===== src/rtl/uart_rx_param.sv =====
`default_nettype none
// ============================================================================
// Module   : uart_rx_param
// Brief    : Parametrised oversampling UART receiver with a valid/ready output,
//            parity/framing error flags and overrun detection.
// Revision : 1.0 - initial release
// ============================================================================
module uart_rx_param #(
    parameter int DIVISOR    = 326,
    parameter int OVERSAMPLE = 16,
    parameter int DATA_BITS  = 8,
    parameter int PARITY     = 0
) (
    input  logic                 sysclk,
    input  logic                 reset,
    input  logic                 UART_RX,
    output logic [DATA_BITS-1:0] RX_DATA,
    output logic                 RX_VALID,
    input  logic                 RX_READY,
    output logic                 PARITY_ERR,
    output logic                 FRAME_ERR,
    output logic                 OVERRUN
);

    localparam int TICK_W = $clog2(DIVISOR);
    localparam int SAMP_W = $clog2(OVERSAMPLE);
    localparam int BIT_W  = $clog2(DATA_BITS);

    localparam logic [TICK_W-1:0] TICK_LAST = TICK_W'(DIVISOR - 1);
    localparam logic [SAMP_W-1:0] SAMP_LAST = SAMP_W'(OVERSAMPLE - 1);
    localparam logic [SAMP_W-1:0] SAMP_MID  = SAMP_W'(OVERSAMPLE / 2 - 1);
    localparam logic [BIT_W-1:0]  BIT_LAST  = BIT_W'(DATA_BITS - 1);

    typedef enum logic [2:0] {
        S_IDLE   = 3'd0,
        S_START  = 3'd1,
        S_DATA   = 3'd2,
        S_PARITY = 3'd3,
        S_STOP   = 3'd4
    } state_t;

    state_t state;
    state_t state_next;

    logic sync_q;
    logic rx_s;
    logic rx_d;

    logic [TICK_W-1:0]    tick_cnt;
    logic [SAMP_W-1:0]    samp_cnt;
    logic [BIT_W-1:0]     bit_idx;
    logic [DATA_BITS-1:0] shreg;
    logic                 par_acc;
    logic                 par_err_q;

    logic tick;
    logic at_mid;
    logic at_centre;
    logic fall;
    logic clr_samp;
    logic shift_en;
    logic par_smp;
    logic done;
    logic accept;

    // Synchroniser plus one extra stage for falling-edge detection on rx_s.
    always_ff @(posedge sysclk or posedge reset) begin
        if (reset) begin
            sync_q <= 1'b1;
            rx_s   <= 1'b1;
            rx_d   <= 1'b1;
        end else begin
            sync_q <= UART_RX;
            rx_s   <= sync_q;
            rx_d   <= rx_s;
        end
    end

    assign fall      = rx_d & ~rx_s;
    assign tick      = (state != S_IDLE) && (tick_cnt == TICK_LAST);
    assign at_mid    = tick && (samp_cnt == SAMP_MID);
    assign at_centre = tick && (samp_cnt == SAMP_LAST);
    assign accept    = RX_VALID & RX_READY;

    always_ff @(posedge sysclk or posedge reset) begin
        if (reset) begin
            state <= S_IDLE;
        end else begin
            state <= state_next;
        end
    end

    always_comb begin
        state_next = state;
        clr_samp   = 1'b0;
        shift_en   = 1'b0;
        par_smp    = 1'b0;
        done       = 1'b0;
        case (state)
            S_IDLE: begin
                if (fall) begin
                    state_next = S_START;
                end
            end
            S_START: begin
                if (at_mid) begin
                    if (rx_s) begin
                        state_next = S_IDLE;
                    end else begin
                        state_next = S_DATA;
                        clr_samp   = 1'b1;
                    end
                end
            end
            S_DATA: begin
                if (at_centre) begin
                    shift_en = 1'b1;
                    if (bit_idx == BIT_LAST) begin
                        state_next = (PARITY != 0) ? S_PARITY : S_STOP;
                    end
                end
            end
            S_PARITY: begin
                if (at_centre) begin
                    par_smp    = 1'b1;
                    state_next = S_STOP;
                end
            end
            S_STOP: begin
                // Leave mid stop bit so an immediately following start is seen.
                if (at_centre) begin
                    done       = 1'b1;
                    state_next = S_IDLE;
                end
            end
            default: begin
                state_next = S_IDLE;
            end
        endcase
    end

    always_ff @(posedge sysclk or posedge reset) begin
        if (reset) begin
            tick_cnt <= '0;
            samp_cnt <= '0;
            bit_idx  <= '0;
        end else if ((state == S_IDLE) || (state_next == S_IDLE)) begin
            tick_cnt <= '0;
            samp_cnt <= '0;
            bit_idx  <= '0;
        end else begin
            tick_cnt <= (tick_cnt == TICK_LAST) ? '0 : tick_cnt + 1'b1;
            if (clr_samp) begin
                samp_cnt <= '0;
            end else if (tick) begin
                samp_cnt <= (samp_cnt == SAMP_LAST) ? '0 : samp_cnt + 1'b1;
            end
            if (shift_en) begin
                bit_idx <= (bit_idx == BIT_LAST) ? '0 : bit_idx + 1'b1;
            end
        end
    end

    always_ff @(posedge sysclk or posedge reset) begin
        if (reset) begin
            shreg     <= '0;
            par_acc   <= 1'b0;
            par_err_q <= 1'b0;
        end else if (state == S_IDLE) begin
            par_acc   <= 1'b0;
            par_err_q <= 1'b0;
        end else begin
            if (shift_en) begin
                shreg   <= {rx_s, shreg[DATA_BITS-1:1]};
                par_acc <= par_acc ^ rx_s;
            end
            if (par_smp) begin
                // Odd parity wants the overall XOR to be 1, even wants 0.
                par_err_q <= (PARITY == 1) ? ~(par_acc ^ rx_s) : (par_acc ^ rx_s);
            end
        end
    end

    always_ff @(posedge sysclk or posedge reset) begin
        if (reset) begin
            RX_DATA    <= '0;
            RX_VALID   <= 1'b0;
            PARITY_ERR <= 1'b0;
            FRAME_ERR  <= 1'b0;
            OVERRUN    <= 1'b0;
        end else begin
            OVERRUN <= 1'b0;
            if (done) begin
                if (!RX_VALID || RX_READY) begin
                    RX_DATA    <= shreg;
                    PARITY_ERR <= (PARITY != 0) ? par_err_q : 1'b0;
                    FRAME_ERR  <= ~rx_s;
                    RX_VALID   <= 1'b1;
                end else begin
                    OVERRUN <= 1'b1;
                end
            end else if (accept) begin
                RX_VALID <= 1'b0;
            end
        end
    end

endmodule
`default_nettype wire

===== config.mk =====
export PLATFORM = sky130hd
export DESIGN_NAME = uart_rx_param
export DESIGN_NICKNAME = d
export VERILOG_FILES = /design/src/rtl/uart_rx_param.sv
export SDC_FILE = /design/constraint.sdc
export NUM_CORES = 1
export LEC_CHECK = 0
export CORE_UTILIZATION = 50
export DETAILED_ROUTE_END_ITERATION = 16
export GPL_TIMING_DRIVEN = 0
export PLACE_DENSITY = 0.7
export SYNTH_ARGS = -nofsm -noshare
export SYNTH_HDL_FRONTEND = slang
export SYNTH_SLANG_ARGS = --single-unit
export TNS_END_PERCENT = 1

===== constraint.sdc =====
create_clock -name sysclk -period 2 [get_ports sysclk]
set_input_delay 0.4 -clock sysclk [delete_from_list [all_inputs] [get_ports sysclk]]
set_output_delay 0.4 -clock sysclk [all_outputs]
set_load 0.02 [all_outputs]

==> impl_metrics.ini <==
[final_layout]
antenna_cells = 0
finalNetCount = 192
fin_cells = 231
areaGrowthSynthToFinish_pct = 21.2
final_layout_size_suffix_gt1_share_pct = 36.6

[placement]
gp_routability_congestion = 0.825
place_hpwl_microns = 2320
place.port_buffers = 14
placed_cells_incl_taps = 219

[drt]
detailedRoute.firstPassIterationCount = 5
post_drt_wl_per_cell_microns = 14.6
via_per_inst = 5.54
vias = 1280
post-route-drc-count = 0
final_antenna_net_count = 0
dr.first_iter.drc_count = 57
route.final.wire_length_microns = 3370

[clocking]
tritoncts = done
worst_skew_pair.late_latency_ps = 300
clk_path_buf_depth = 2
root_buffer = sky130_fd_sc_hd__clkbuf_8
clock_sinks = 41
cts-htree-levels = 2
clock_transition_at_the_register_clock_pins_on_the_worst_setup_and_hold_paths_after_cts_ps = 80
number_of_buffers_created_by_cts = 5
cts.hold.buffers_added = 0

[grt]
globalRouteOverflowTotal = 0
grt_antenna_before_repair = 0
vias_in_the_first_global_route = 1210
grt_pass1_wl_microns = 5690
maximum_number_of_pins_on_one_net_before_global_route_repair = 42
grt_util_all_layers_pct = 19.3

[synth]
post_synth.cell_area_avg_sq_um = 12.2
netlist_instances = 157
ys_seq_elements = 41
ys_seq_area_share_pct = 53.9
synth.net_count = 166
yosys_warnings = 0
synth_async_sr_flop_share_pct = 100
synth_cell_types = 44
number_of_enable_flip_flop_cells_after_synthesis = 0
synth_flop_cell = sky130_fd_sc_hd__dfrtp_1
syn_area_sq_um = 1910

[sta]
drv_slew = 0
rsz0062_at_grt = true
final-hold-violation-count = 0
tns_ps = 0
highest_clock_frequency_the_design_can_meet_mhz = 505
worst_clock_skew_ps = 11.3
slew-limit-headroom_pct = 46.3
min_period_over_period_pct = 99.1
layout_min_cycle_time_ps = 1980
worst_hold_slack_ps = 353
slew_at_the_pin_closest_to_its_max_slew_limit_ps = 805
setup_viol = 0

[status]
status = finished clean

[power_and_ir_drop]
share_comb_of_total_power_pct = 15.0
power.share.sequential_pct = 50.5
pwr_density_cell_nw_per_um2 = 799
worst_case_vdd_ir_drop_mv = 0.690
internal_power_w = 0.00137
p_total_w = 0.00185
swShare_pct = 25.9
net-switching-power_w = 0.000480
power.leakage_nw = 1.07
pwr-share-clk_pct = 34.6

[setup_path]
setup.worst_path.class = reg2reg
critical_path.endpoint_type = flip-flop
critPathArrivalTime_ps = 2190
start_kind = flip-flop
worst_ep_required_time_ps = 2210
timing.critical_path.fanout_max = 7

[floorplan]
floorplan.die.width_microns = 63.8
die_height_microns = 63.8
top_level_ports = 16
floorplan.die_area_sq_um = 4070
initial_core_util_pct = 52.2
rows = 22
design.core.area_sq_um = 3660

[min_path]
hold_path_class = reg2reg

[flow_run]
max_cap_viol_count = 0
[power groups by stage]
stage                     Sequential (W)  Clock, W  Combinational [W]
final                           0.000934  0.000640           0.000277
after global routing            0.000939  0.000699           0.000313
after CTS                       0.000943  0.000659           0.000249
after detailed placement        0.000951         0           0.000226
after global placement          0.000947         0           0.000218
after floorplan                 0.000934         0           0.000181
[cell type report]
type | instances | area [sq um]
plain buffers | 5 | 45.0
clock buffers | 5 | 68.8
clock inverters | 2 | 35.0
fillers | 276 | 1350
inverters | 2 | 7.51
multi-input cells | 109 | 887
flip-flops and latches | 41 | 1030
well taps | 48 | 60.1
repair buffers | 19 | 178
[per-layer routing]
layer | wire length, microns | up-vias | global-route usage, %
met5 | 0 | - | 0
met4 | 80 | 0 | 10.2
met3 | 162 | 9 | 5.89
met2 | 1660 | 39 | 30.3
met1 | 1470 | 631 | 23.8
li1 | - | 601 | -
[synth_stat cells (all sizes together), types with 4 or more instances]
cell type  number  area [sq um]
nand3           5          30.0
o21ai           4          31.3
nor2           14          70.1
ha              5          62.6
mux2           17           191
xor2            7          61.3
a21oi           4          23.8
nor3            9          55.1
dfrtp          38           951
nand2          10          37.5
buf             4          28.8
[kinds of logic (layout without fill, tap and decap cells)]
logic type	after synthesis	count (layout)	share of synthesized area, %
other cells	1	1	0.196
xor+xnor	8	8	3.67
mux	20	20	11.6
buf+inv	7	33	2.10
compound gates	15	15	6.35
fa+ha+maj	5	5	3.27
flops	41	41	53.9
simple gates	60	60	18.9
[path summary, 6_finish.rpt]
check	startpoint	endpoint	slack, ps	depth (start not counted)
setup / recovery	state[1]	tick_cnt[5]	20	6
max in group asynchronous	reset	tick_cnt[0]	850	2
hold / removal	sync_q	rx_s	350	0
hold reg to reg	sync_q	rx_s	350	0
setup reg to reg	state[1]	tick_cnt[5]	20	6
min in group asynchronous	reset	bit_idx[1]	580	2
[layout by cell type, fill, tap and decap left out, types with 2 or more instances in the layout]
master / n
sky130_fd_sc_hd__a21oi_1: 2
sky130_fd_sc_hd__a21oi_2: 2
sky130_fd_sc_hd__a22oi_1: 2
sky130_fd_sc_hd__and2_1: 3
sky130_fd_sc_hd__and3_1: 2
sky130_fd_sc_hd__buf_4: 7
sky130_fd_sc_hd__buf_6: 2
sky130_fd_sc_hd__clkbuf_8: 5
sky130_fd_sc_hd__clkdlybuf4s50_1: 14
sky130_fd_sc_hd__dfrtp_1: 34
sky130_fd_sc_hd__dfrtp_2: 4
sky130_fd_sc_hd__dfstp_2: 3
sky130_fd_sc_hd__ha_1: 5
sky130_fd_sc_hd__mux2_2: 17
sky130_fd_sc_hd__mux2i_1: 3
sky130_fd_sc_hd__nand2_1: 10
sky130_fd_sc_hd__nand2b_1: 3
sky130_fd_sc_hd__nand3_1: 4
sky130_fd_sc_hd__nand4_1: 2
sky130_fd_sc_hd__nor2_1: 7
sky130_fd_sc_hd__nor2_2: 7
sky130_fd_sc_hd__nor2b_1: 2
sky130_fd_sc_hd__nor3_1: 3
sky130_fd_sc_hd__nor3_2: 6
sky130_fd_sc_hd__o21ai_0: 3
sky130_fd_sc_hd__or3b_4: 2
sky130_fd_sc_hd__xor2_1: 7
[through the flow]
step / worst slack [ps] / instance area, sq um / util, %
6_report: 18.9 / 2320 / 63.3
3_5_place_dp: -230 / 2110 / 57.7
3_3_place_gp: -89.6 / 2110 / 57.7
5_1_grt: -41.8 / 2320 / 63.3
4_1_cts: -12.0 / 2270 / 62.1
2_1_floorplan: 140 / 1910 / -
[state kept, by name, indices dropped and copies added, names as in the netlist]
register,count
FRAME_ERR,1
OVERRUN,1
RX_DATA,8
RX_VALID,1
bit_idx,3
rx_d,1
rx_s,1
samp_cnt,4
shreg,8
state,3
sync_q,1
tick_cnt,9
[critical path, stage by stage (launching register included)]
cell and delay [ps]:
sky130_fd_sc_hd__dfrtp_2 450, sky130_fd_sc_hd__or3b_4 400, sky130_fd_sc_hd__or4_4 450, sky130_fd_sc_hd__o21ai_4 160
sky130_fd_sc_hd__o31ai_4 100, sky130_fd_sc_hd__buf_4 170, sky130_fd_sc_hd__nor3_1 160
[what timing repair did]
item                       4_1_cts  5_1_grt
pin swaps                        2        2
buffers inserted                 1        4
setup endpoints to repair       28       32
gates resized for setup         15        5
Power figures use the tool's default switching activity.
